### src/rtl/decod_seq_if.sv
// decod_seq_if: request handshake and decoder drive bundle for decod_seq.
// The requester holds the master side; decod_seq holds the slave side.
interface decod_seq_if #(
  parameter int unsigned DWELL_W = 8
);
  logic               req_valid;
  logic               req_ready;
  logic [3:0]         req_line;
  logic [DWELL_W-1:0] req_dwell;
  logic               pi0;
  logic               pi1;
  logic               pi2;
  logic               pi3;
  logic               pi4;
  logic               busy;
  logic               done;

  modport master (
    output req_valid, req_line, req_dwell,
    input  req_ready, pi0, pi1, pi2, pi3, pi4, busy, done
  );

  modport slave (
    input  req_valid, req_line, req_dwell,
    output req_ready, pi0, pi1, pi2, pi3, pi4, busy, done
  );
endinterface

### src/rtl/decod_seq.sv
// decod_seq: FIFO-buffered line-select sequencer feeding the 16-line decod decoder,
// one line at a time for a programmed dwell, with a one-cycle break-before-make gap.
module decod_seq #(
  parameter int unsigned DEPTH   = 4,
  parameter int unsigned DWELL_W = 8
) (
  input  logic        clk,
  input  logic        rst,
  decod_seq_if.slave  bus
);
  localparam int unsigned AW = (DEPTH > 1) ? $clog2(DEPTH) : 1;
  localparam logic [AW:0] FULL = (AW+1)'(DEPTH);

  typedef enum logic [1:0] {IDLE, DRIVE, GAP} state_t;

  state_t             state, state_nx;
  logic [3:0]         line_mem  [DEPTH];
  logic [DWELL_W-1:0] dwell_mem [DEPTH];
  logic [AW-1:0]      wr_ptr, rd_ptr;
  logic [AW:0]        count;
  logic [DWELL_W-1:0] cnt, cnt_nx;
  logic [3:0]         code;
  logic               pi4_q, done_q;
  logic               ready, push, pop;
  logic [3:0]         head_line;
  logic [DWELL_W-1:0] head_dwell;

  assign ready      = (count != FULL);
  assign push       = bus.req_valid & ready;
  assign head_line  = line_mem[rd_ptr];
  assign head_dwell = dwell_mem[rd_ptr];

  always_ff @(posedge clk) begin
    if (push) begin
      line_mem[wr_ptr]  <= bus.req_line;
      dwell_mem[wr_ptr] <= bus.req_dwell;
    end
  end

  always_ff @(posedge clk or posedge rst) begin
    if (rst) begin
      wr_ptr <= '0;
      rd_ptr <= '0;
      count  <= '0;
    end else begin
      if (push) wr_ptr <= wr_ptr + AW'(1);
      if (pop)  rd_ptr <= rd_ptr + AW'(1);
      unique case ({push, pop})
        2'b10:   count <= count + (AW+1)'(1);
        2'b01:   count <= count - (AW+1)'(1);
        default: count <= count;
      endcase
    end
  end

  // Pop only looks at the registered count, so a request is never bypassed
  // straight to the decoder in the cycle it is accepted.
  always_comb begin
    state_nx = state;
    pop      = 1'b0;
    cnt_nx   = cnt;
    unique case (state)
      IDLE: begin
        if (count != '0) begin
          pop      = 1'b1;
          state_nx = DRIVE;
        end
      end
      DRIVE: begin
        cnt_nx = cnt - DWELL_W'(1);
        if (cnt == DWELL_W'(1)) state_nx = GAP;
      end
      GAP: begin
        if (count != '0) begin
          pop      = 1'b1;
          state_nx = DRIVE;
        end else begin
          state_nx = IDLE;
        end
      end
      default: state_nx = IDLE;
    endcase
    if (pop) cnt_nx = (head_dwell == '0) ? DWELL_W'(1) : head_dwell;
  end

  always_ff @(posedge clk or posedge rst) begin
    if (rst) begin
      state  <= IDLE;
      cnt    <= '0;
      code   <= '1;
      pi4_q  <= 1'b0;
      done_q <= 1'b0;
    end else begin
      state  <= state_nx;
      cnt    <= cnt_nx;
      pi4_q  <= (state_nx == DRIVE);
      done_q <= (state_nx == GAP);
      if (pop) code <= ~head_line;
    end
  end

  // code[3] is pi0 (= ~n[3]) down to code[0] is pi3 (= ~n[0]).
  assign bus.pi0       = code[3];
  assign bus.pi1       = code[2];
  assign bus.pi2       = code[1];
  assign bus.pi3       = code[0];
  assign bus.pi4       = pi4_q;
  assign bus.done      = done_q;
  assign bus.busy      = (state != IDLE) || (count != '0);
  assign bus.req_ready = ready;
endmodule

### src/flat_wrapper.sv
// flat-port wrapper written by rule: the top's interface ports become plain ports
module decod_seq_flat 
#(
  parameter int unsigned DEPTH   = 4,
  parameter int unsigned DWELL_W = 8
)
  (clk, rst, bus_req_valid, bus_req_line, bus_req_dwell, bus_req_ready, bus_pi0, bus_pi1, bus_pi2, bus_pi3, bus_pi4, bus_busy, bus_done);
  decod_seq_if #(.DWELL_W(DWELL_W)) bus_i ();
  input  logic clk;
  input  logic rst;
  input wire logic [$bits(bus_i.req_valid)-1:0] bus_req_valid;
  input wire logic [$bits(bus_i.req_line)-1:0] bus_req_line;
  input wire logic [$bits(bus_i.req_dwell)-1:0] bus_req_dwell;
  output wire logic [$bits(bus_i.req_ready)-1:0] bus_req_ready;
  output wire logic [$bits(bus_i.pi0)-1:0] bus_pi0;
  output wire logic [$bits(bus_i.pi1)-1:0] bus_pi1;
  output wire logic [$bits(bus_i.pi2)-1:0] bus_pi2;
  output wire logic [$bits(bus_i.pi3)-1:0] bus_pi3;
  output wire logic [$bits(bus_i.pi4)-1:0] bus_pi4;
  output wire logic [$bits(bus_i.busy)-1:0] bus_busy;
  output wire logic [$bits(bus_i.done)-1:0] bus_done;
  assign bus_i.req_valid = bus_req_valid;
  assign bus_i.req_line = bus_req_line;
  assign bus_i.req_dwell = bus_req_dwell;
  assign bus_req_ready = bus_i.req_ready;
  assign bus_pi0 = bus_i.pi0;
  assign bus_pi1 = bus_i.pi1;
  assign bus_pi2 = bus_i.pi2;
  assign bus_pi3 = bus_i.pi3;
  assign bus_pi4 = bus_i.pi4;
  assign bus_busy = bus_i.busy;
  assign bus_done = bus_i.done;
  decod_seq #(.DEPTH(DEPTH), .DWELL_W(DWELL_W)) u_core (.clk(clk), .rst(rst), .bus(bus_i));
endmodule
### config.mk
export PLATFORM = sky130hd
export DESIGN_NAME = decod_seq_flat
export DESIGN_NICKNAME = d
export VERILOG_FILES = /design/src/rtl/decod_seq_if.sv /design/src/rtl/decod_seq.sv /design/src/flat_wrapper.sv
export SDC_FILE = /design/constraint.sdc
export NUM_CORES = 1
export LEC_CHECK = 0
export ABC_CLOCK_PERIOD_IN_PS = 2100
export CORE_ASPECT_RATIO = 1.75
export CORE_MARGIN = 2
export CORE_UTILIZATION = 54
export CTS_BUF_LIST = sky130_fd_sc_hd__clkbuf_4
export DETAILED_ROUTE_END_ITERATION = 10
export GPL_TIMING_DRIVEN = 0
export MAX_ROUTING_LAYER = met4
export PLACE_DENSITY = 0.82
export SLEW_MARGIN = 20
export SYNTH_ARGS = -nofsm -noshare
export SYNTH_HDL_FRONTEND = slang
export SYNTH_SLANG_ARGS = --single-unit
### constraint.sdc
create_clock -name clk -period 2.1 [get_ports clk]
set_input_delay 0.525 -clock clk [delete_from_list [all_inputs] [get_ports clk]]
set_output_delay 0.525 -clock clk [all_outputs]
set_load 0.01 [all_outputs]
==> results of run 1 <==
power groups by stage:
stage	clock (mW)	combinational [mW]	sequential (mW)
after floorplan	0	0.315	1.84
after global placement	0	0.440	1.85
after detailed placement	0	0.454	1.87
after CTS	0.939	0.493	1.83
after global routing	1.00	0.589	1.86
final	0.909	0.524	1.84
metal layers:
layer	vias up	GRT usage (%)
li1	749	-
met1	747	20.1
met2	36	28.5
met3	10	6.13
met4	0	10.1
met5	-	-
state kept, by name, summed over array words and instances, names as in the netlist, 2 cells and up:
signal and cells:
u_core.cnt 8, u_core.code 4, u_core.count 3, u_core.dwell_mem 32
u_core.line_mem 16, u_core.rd_ptr 2, u_core.state 2, u_core.wr_ptr 2
metrics by stage:
stage,cell area [sq um],setup TNS (ns),util [%],cells
after floorplan,2940,0,-,180
after global placement,3230,-0.394,61.5,257
after detailed placement,3230,-0.460,61.5,257
after CTS,3420,-0.206,65.1,276
after global routing,3460,-0.0435,65.8,276
final,3460,0,65.8,276
layout by cell type, fill, tap and decap left out, types with 2 or more instances in the layout:
cell type / count
nand2b_1: 2
dfrtp_1: 19
nand2_1: 12
and2_1: 2
xnor2_1: 8
ha_1: 6
edfxtp_1: 48
buf_6: 4
bufinv_16: 2
clkdlybuf4s50_1: 20
nor3_1: 2
inv_1: 8
nor2_1: 5
o21ai_0: 10
clkbuf_4: 9
or3_4: 2
mux4_2: 12
buf_2: 2
clkinv_2: 3
a21oi_1: 2
and3_1: 4
dfstp_2: 4
xor2_1: 3
nor4_1: 3
buf_4: 3
final cells by class:
class | instances | area [sq um] | area share, %
inverter | 10 | 40.0 | 1.16
sequential | 71 | 2020 | 58.5
buffer | 5 | 43.8 | 1.27
clock buffer | 9 | 67.6 | 1.95
tap | 55 | 68.8 | 1.99
clock inverter | 7 | 87.6 | 2.53
multi-input combinational | 93 | 872 | 25.2
timing repair buffer | 26 | 255 | 7.38
kinds of logic (layout without fill, tap and decap cells):
kind of cell	after synthesis	after routing	synth area share, %
simple gates	41	41	7.74
fa+ha+maj	8	8	3.66
flops	71	71	68.8
mux	14	14	9.91
compound gates	19	19	3.92
xor+xnor	11	11	3.28
buf+inv	16	57	2.72
worst paths after layout:
kind | from | end | slack, ns | cells past startpoint
max | u_core.code[1]$_DFFE_PP1N_ | bus_pi2 | 0.09 | 1
min | u_core.code[3]$_DFFE_PP1N_ | u_core.code[3]$_DFFE_PP1N_ | 0.48 | 2
max reg2reg | u_core.count[0]$_DFFE_PP0P_ | u_core.count[2]$_DFFE_PP0P_ | 0.10 | 11
min reg2reg | u_core.code[3]$_DFFE_PP1N_ | u_core.code[3]$_DFFE_PP1N_ | 0.48 | 2
max in group asynchronous | rst | u_core.cnt[2]$_DFFE_PP0P_ | 0.97 | 2
min in group asynchronous | rst | u_core.wr_ptr[0]$_DFFE_PP0P_ | 0.59 | 2
what timing repair did:
action / 4_1_cts / 5_1_grt
gates cloned: 0 / 0
hold buffers: 0 / 0
setup endpoints to repair: 4 / 4
resized for setup: 6 / 10
setup buffers: 3 / 1
pin swaps: 0 / 5
==> impl_metrics.toml, run 1 <==
[status]
outcome = "finished, final reports clean"

[finish]
nets = 239
diodes = 0
fillCellCount = 395
syn_to_final_growth_pct = 17.6
drive_above_1_share_pct = 23.5

[global_routing]
antenna_found_initial = 0
grt_use_total_pct = 18.3
grt_pass1_wl_mm = 7.50
grt_pass1_vias = 1592
grt-ovfl-total = 0
grt_max_degree = 24

[yosys]
syn_area_per_cell_sq_um = 16.3
ys_warn_count = 0
netlist_area_sq_mm = 0.00294
ys_seq_elements = 71
ys.flop_type = "edfxtp_1"
synthCells = 180
synth_top_area_share_pct = 49.0
yosysUniqueCellTypes = 37
synth_async_sr_flop_share_pct = 32.4
synth.most_common_cell = "edfxtp_1"
synth.top_cells.by_count = "edfxtp_1 (48), dfrtp_1 (19), mux4_2 (12), nand2_1 (12)"
synth_edf_count = 48
syn-num-nets = 203
synth_area_leaders = "edfxtp_1 (49%), dfrtp_1 (16%), mux4_2 (9.2%), dfstp_2 (3.6%), ha_1 (3.0%)"
synth-seq-area-share_pct = 68.8
yosys.area.top_type = "edfxtp_1"

[drt]
vias_per_cell = 5.59
drt-met1-wl_mm = 1.71
met3_length_microns = 163
vias = 1542
final_antenna_net_count = 0
wl_met2_mm = 2.42
first_iter_violations = 45
top_layer = "met4"
first_pass_iters = 4
post_drt_wl_per_cell_microns = 16.1
drc = 0
wirelength_mm = 4.45

[place]
pre_cts_ws_ns = -0.266
portBuffers = 22
gp_congestion = 0.851
dp_hpwl_mm = 3.20

[critical_path]
crit_type = "flip-flop to output pin"
cp_slowest_cell = "dfstp_2"
worstSetupStartpointType = "flip-flop"
path_delay_family = "flip-flops"
crit_required_ns = 1.57
worstPathMaxFanout = 2
crit_chain = "clkdlybuf4s50_1"
cp-end-kind = "output pin"
cpPeakStageDelay_ns = 0.55
path_buf_inv = 1
arrival_ns = 1.48

[floorplan]
ioPinCount = 23
die_area_sq_mm = 0.00607
initial_core_util_pct = 56.0
fp.dieW_microns = 59.8
rows = 35
core_sq_mm = 0.00526
die_y_microns = 102

[cts]
cts_made_buffers = 9
cts_root_buf = "clkbuf_4"
cts_tree = "yes"
htreeDepth = 3
cts.clk_slew.worst_paths_ns = 0.11
cts.path.max_buffers = 2
worstSkewPairLatency_ns = 0.39
clkSinkCount = 71

[timing]
tightest_slew_ns = 0.857
finalHoldWorstSlack_ns = 0.482
hold_viol_final = 0
rsz0062_at_grt = "yes"
maxSlewViolCount = 0
timing.final.crit_share_pct = 95.5
setup_viol = 0
timing.final.ws_setup_ns = 0.0943
fin_skew_ns = 0.0128
fmax_ghz = 0.499
fin_crit_ns = 2.01
maxSlewHeadroom_pct = 42.8

[power_and_ir_drop]
clock_power_share_pct = 27.8
power_density_mw_per_mm2 = 947
power_mw = 3.27
ir_drop_mv = 0.631
internal-power_mw = 2.46
p_sw_mw = 0.808
power_frac_comb_pct = 16.0
power_leakage_nw = 1.28
seqPwrFrac_pct = 56.2
p_sw_share_pct = 24.7

[hold_path]
hp-class = "flip-flop to flip-flop"

[flow_run]
cap_violations = 0
(Power assumes the default switching activity.)
==> run 2, diff against run 1 <==
--- a/config.mk
+++ b/config.mk
@@ -7,7 +7,7 @@
 export LEC_CHECK = 0
 export ABC_CLOCK_PERIOD_IN_PS = 2100
 export CORE_ASPECT_RATIO = 1.75
-export CORE_MARGIN = 2
+export CORE_MARGIN = 5
 export CORE_UTILIZATION = 54
 export CTS_BUF_LIST = sky130_fd_sc_hd__clkbuf_4
 export DETAILED_ROUTE_END_ITERATION = 10
==> run 2 against run 1 <==
  * Final area shrank 0.18%
  * Sequential share of layout area grew 0.11 points
  * Sequential power about the same
  * Hold slack improved by 0.0066 ns
  * Cell count grew 7.2%
  * Routed wire length increased by 5.2%
  * Flip-flop and latch count unchanged
  * Combinational power about the same
  * Clock-buffer cell count increased by 1
  * Via count grew 0.19%
  * Highest routed layer unchanged
==> impl_metrics.toml, run 2 (synthesis results as in run 1) <==
[timing]
timing.final.ws_setup_ns = 0.0774
fin_skew_ns = 0.0215
tightest_slew_ns = 0.863
maxSlewHeadroom_pct = 42.4
fmax_ghz = 0.494
hold_viol_final = 0
setup_viol = 0
rsz0062_at_grt = "yes"
setup_tns_ns = 0
timing.final.crit_share_pct = 96.3
finalHoldWorstSlack_ns = 0.488
fin_crit_ns = 2.02
maxSlewViolCount = 0

[global_routing]
grt_pass1_wl_mm = 7.94
grt_use_total_pct = 15.9
grt-ovfl-total = 0
grt_max_degree = 24
antenna_found_initial = 0
grt_pass1_vias = 1669

[finish]
top_regs = "u_core.dwell_mem (32), u_core.line_mem (16), u_core.cnt (8)"
final_common_cell = "edfxtp_1"
largest_register_ffs = 32
utilization_pct = 65.1
drive_above_1_share_pct = 24.8
design_area_sq_mm = 0.00345
final_cell_mix = "edfxtp_1 (48), clkdlybuf4s50_1 (20), dfrtp_1 (19), mux4_2 (12), nand2_1 (12)"
regMostFlops = "u_core.dwell_mem"
nets = 240
final_cells = 296
syn_to_final_growth_pct = 17.4
diodes = 0

[power_and_ir_drop]
power_mw = 3.19
power_density_mw_per_mm2 = 925
seqPwrFrac_pct = 57.8
p_sw_share_pct = 26.1
internal-power_mw = 2.36
power_frac_comb_pct = 16.4
p_sw_mw = 0.833
ir_drop_mv = 0.676
power_leakage_nw = 1.27
clock_power_share_pct = 25.8

[cts]
worstSkewPairLatency_ns = 0.40
htreeDepth = 3
cts.clk_slew.worst_paths_ns = 0.12
clkSinkCount = 71
cts.path.max_buffers = 2
cts_made_buffers = 9
cts_tree = "yes"
cts_root_buf = "clkbuf_4"

[critical_path]
cp_slowest_cell = "dfrtp_1"
cp-end-kind = "flip-flop"
crit_type = "flip-flop to flip-flop"
worstPathMaxFanout = 10
cp_common_cell = "xor2_1"
cpPeakStageDelay_ns = 0.41
arrival_ns = 2.36
ff2ff_path_depth = 10
crit_required_ns = 2.44
crit_chain = "nor3_4, or2_4, inv_2, buf_6, ha_2, inv_1, fa_2, xor2_1, nor2_1, xor2_1"
worstSetupStartpointType = "flip-flop"

[floorplan]
rows = 35
die_y_microns = 108
die_area_sq_mm = 0.00708
fp.dieW_microns = 65.8
ioPinCount = 23
initial_core_util_pct = 55.5
core_sq_mm = 0.00530

[place]
placed_area_sq_mm = 0.00326
gp_congestion = 0.855
dp_hpwl_mm = 3.31
portBuffers = 22
dpl.cell_count = 276
pre_cts_ws_ns = -0.291

[drt]
wirelength_mm = 4.68
vias_per_cell = 5.22
post_drt_wl_per_cell_microns = 15.8
vias = 1545
drc = 0
first_iter_violations = 63
first_pass_iters = 4
final_antenna_net_count = 0

[status]
outcome = "finished, final reports clean"

[hold_path]
min_path_cells = 2
hp-class = "flip-flop to flip-flop"

[flow_run]
cap_violations = 0
## run 2: changes by cell type in the layout (fill, tap and decap cells not counted), sizes merged
cell,previous run,this run
dlymetal6s2s,1,0
buf,9,10
clkbuf,9,11
bufinv,2,1
clkinv,5,4
clkinvlp,0,1
## run 2: what timing repair did
item | 4_1_cts | 5_1_grt
gates cloned | 0 | 0
setup endpoints to repair | 4 | 3
setup buffers | 3 | 2
resized for setup | 4 | 11
pin swaps | 0 | 3
hold buffers | 0 | 0
## run 2: layout make-up
class,count,area [sq um]
plain buffers,5,43.8
clock buffers,10,75.1
clock inverters,6,61.3
fillers,396,1850
inverters,10,40.0
multi-input cells,93,865
flip-flops and latches,71,2020
well taps,74,92.6
repair buffers,27,251
## run 2: power by group through the flow
stage | registers, mW | clock network, mW | logic (mW)
after detailed placement | 1.87 | 0 | 0.463
after global placement | 1.85 | 0 | 0.444
after global routing | 1.87 | 0.917 | 0.594
after CTS | 1.85 | 0.850 | 0.500
final | 1.85 | 0.823 | 0.524
after floorplan | 1.84 | 0 | 0.315
## run 2: worst paths after layout
path                                        startpoint                      endpoint  slack, ns
setup / recovery           u_core.count[1]$_DFFE_PP0P_   u_core.count[2]$_DFFE_PP0P_       0.08
hold / removal              u_core.code[2]$_DFFE_PP1N_    u_core.code[2]$_DFFE_PP1N_       0.49
setup reg to reg           u_core.count[1]$_DFFE_PP0P_   u_core.count[2]$_DFFE_PP0P_       0.08
hold reg to reg             u_core.code[2]$_DFFE_PP1N_    u_core.code[2]$_DFFE_PP1N_       0.49
max in group asynchronous                          rst  u_core.rd_ptr[0]$_DFFE_PP0N_       0.97
min in group asynchronous                          rst   u_core.count[2]$_DFFE_PP0P_       0.58
## run 2: per-layer routing
metal	track usage [%]	vias to the layer above	wire length, microns
met5	-	-	0
met4	5.49	0	53
met3	5.22	7	162
met2	26.7	27	2620
met1	17.4	765	1840
li1	-	746	-
## run 2: critical path, delay by kind of cell (launching register included)
kind / cells / cell delay (ns)
xor gates and xnor gates: 2 / 0.31
adders and majority gates: 2 / 0.51
buffers and inverters: 3 / 0.27
DFF: 1 / 0.41
and+or+nand+nor: 3 / 0.46
==> run 3, diff against run 2 <==
--- a/config.mk
+++ b/config.mk
@@ -10,10 +10,12 @@
 export CORE_MARGIN = 5
 export CORE_UTILIZATION = 54
 export CTS_BUF_LIST = sky130_fd_sc_hd__clkbuf_4
+export CTS_CLUSTER_DIAMETER = 120
 export DETAILED_ROUTE_END_ITERATION = 10
 export GPL_TIMING_DRIVEN = 0
 export MAX_ROUTING_LAYER = met4
 export PLACE_DENSITY = 0.82
+export SKIP_CTS_REPAIR_TIMING = 1
 export SLEW_MARGIN = 20
 export SYNTH_ARGS = -nofsm -noshare
 export SYNTH_HDL_FRONTEND = slang
==> run 3 against run 2 <==
  * The run now ends with negative setup slack left
  * Die area unchanged
  * Clock-buffer cell count unchanged
  * Via count down 0.65%
  * Combinational power down 8.0%
  * Core utilization down 0.35 points
  * Final area down 0.54%
  * Flip-flop and latch count unchanged
==> impl_metrics.toml, run 3 (synthesis results as in run 1) <==
[floorplan]
rows = 35
die_area_sq_mm = 0.00708
fp.dieW_microns = 65.8
initial_core_util_pct = 55.5
die_y_microns = 108
core_sq_mm = 0.00530
ioPinCount = 23

[drt]
post_drt_wl_per_cell_microns = 15.9
drc = 0
vias = 1535
wirelength_mm = 4.65
first_iter_violations = 77
final_antenna_net_count = 0
vias_per_cell = 5.24
first_pass_iters = 4

[power_and_ir_drop]
internal-power_mw = 2.34
clock_power_share_pct = 26.2
p_sw_share_pct = 26.0
power_frac_comb_pct = 15.3
power_mw = 3.16
seqPwrFrac_pct = 58.6
power_density_mw_per_mm2 = 920
power_leakage_nw = 1.26
ir_drop_mv = 0.681
p_sw_mw = 0.822

[global_routing]
grt_pass1_vias = 1655
grt_max_degree = 24
grt_use_total_pct = 15.8
grt_pass1_wl_mm = 7.89
grt-ovfl-total = 0
antenna_found_initial = 0

[timing]
timing.final.crit_share_pct = 100
rsz0062_at_grt = "yes"
maxSlewHeadroom_pct = 43.0
fmax_ghz = 0.476
fin_crit_ns = 2.10
fin_skew_ns = 0.0218
hold_viol_final = 0
maxSlewViolCount = 0
tightest_slew_ns = 0.854
timing.final.ws_setup_ns = -0.00248
setup_viol = 1

[critical_path]
crit_type = "flip-flop to flip-flop"
cp-end-kind = "flip-flop"
reg2reg_slack_ns = -0.002
r2r_end = "u_core.count[2]$_DFFE_PP0P_"
ff2ff_path_depth = 10
worstSetupStartpointType = "flip-flop"
r2r-start = "u_core.count[0]$_DFFE_PP0P_"
crit_required_ns = 2.44
arrival_ns = 2.45
worstPathMaxFanout = 10

[cts]
cts.path.max_buffers = 2
htreeDepth = 3
worstSkewPairLatency_ns = 0.41
clkSinkCount = 71
cts_made_buffers = 9
cts_root_buf = "clkbuf_4"
cts_tree = "yes"
cts.clk_slew.worst_paths_ns = 0.12

[finish]
register_area_sq_mm = 0.00202
nets = 237
final_cell_mix = "edfxtp_1 (48), clkdlybuf4s50_1 (20), dfrtp_1 (19), mux4_2 (12), nand2_1 (12)"
top_regs = "u_core.dwell_mem (32), u_core.line_mem (16), u_core.cnt (8)"
diodes = 0
largest_register_ffs = 32
regMostFlops = "u_core.dwell_mem"
multi_input_area_sq_um = 860
final_common_cell = "edfxtp_1"
syn_to_final_growth_pct = 16.7
utilization_pct = 64.8
drive_above_1_share_pct = 22.4
design_area_sq_mm = 0.00343
fillCellCount = 392

[hold_path]
min_path_cells = 2
hold_end = "u_core.code[3]$_DFFE_PP1N_"
hp-start = "u_core.code[3]$_DFFE_PP1N_"
hp-class = "flip-flop to flip-flop"

[flow_run]
cap_violations = 0

[place]
dp_hpwl_mm = 3.31
placed_area_sq_mm = 0.00326
portBuffers = 22
gp_congestion = 0.855

[status]
violations = "negative setup slack"
outcome = "complete, but fails checks"
run 3: critical path, cell delays in order, from the launching register on:
cell,delay (ns)
dfrtp_1,0.44
nor3_4,0.06
or2_4,0.29
inv_2,0.08
buf_6,0.13
ha_2,0.19
inv_1,0.05
fa_1,0.37
xor2_1,0.15
nor2_1,0.11
xor2_1,0.16
run 3: layout make-up:
| cell class | count | area share (%) |
|---|---|---|
| Multi-Input combinational cell | 93 | 25.0 |
| Timing Repair Buffer | 24 | 7.00 |
| Clock buffer | 10 | 2.19 |
| Clock inverter | 6 | 1.79 |
| Sequential cell | 71 | 58.9 |
| Inverter | 10 | 1.09 |
| Buffer | 5 | 1.28 |
| Tap cell | 74 | 2.70 |
run 3: how the worst max path moves through the flow:
| stage | from | endpoint | slack, ns | cells after the start |
|---|---|---|---|---|
| global route | u_core.count[0]$_DFFE_PP0P_ | u_core.count[2]$_DFFE_PP0P_ | -0.13 | 10 |
| finish | u_core.count[0]$_DFFE_PP0P_ | u_core.count[2]$_DFFE_PP0P_ | -0.002 | 10 |
| floorplan | u_core.count[0]$_DFFE_PP0P_ | u_core.count[2]$_DFFE_PP0P_ | 0.003 | 11 |
| CTS | u_core.count[2]$_DFFE_PP0P_ | u_core.count[2]$_DFFE_PP0P_ | -0.26 | 11 |
| global placement | bus_req_valid | u_core.count[2]$_DFFE_PP0P_ | -0.24 | 9 |
| detailed placement | bus_req_valid | u_core.count[2]$_DFFE_PP0P_ | -0.29 | 9 |
run 3: power groups by stage:
stage / combinational (mW) / clock (mW) / sequential, mW
2_1_floorplan: 0.315 / 0 / 1.84
3_3_place_gp: 0.444 / 0 / 1.85
3_5_place_dp: 0.463 / 0 / 1.87
4_1_cts: 0.461 / 0.850 / 1.84
5_1_grt: 0.549 / 0.917 / 1.87
6_report: 0.482 / 0.827 / 1.85
run 3: per-stage QoR:
stage / setup WS [ns] / cells / hold WS (ns) / TNS (ns)
after floorplan: 0.00340 / 180 / 0.464 / 0
after global placement: -0.237 / 276 / 0.468 / -0.382
after detailed placement: -0.291 / 276 / 0.473 / -0.457
after CTS: -0.257 / 292 / 0.491 / -0.779
after global routing: -0.134 / 293 / 0.512 / -0.134
final: -0.00248 / 293 / 0.489 / -0.00248
run 3: metal layers:
| layer | up-vias | global-route usage, % | routed length [microns] |
|---|---|---|---|
| li1 | 738 | - | - |
| met1 | 767 | 17.2 | 1830 |
| met2 | 23 | 26.7 | 2580 |
| met3 | 7 | 5.22 | 157 |
| met4 | 0 | 5.49 | 80 |
| met5 | - | - | 0 |
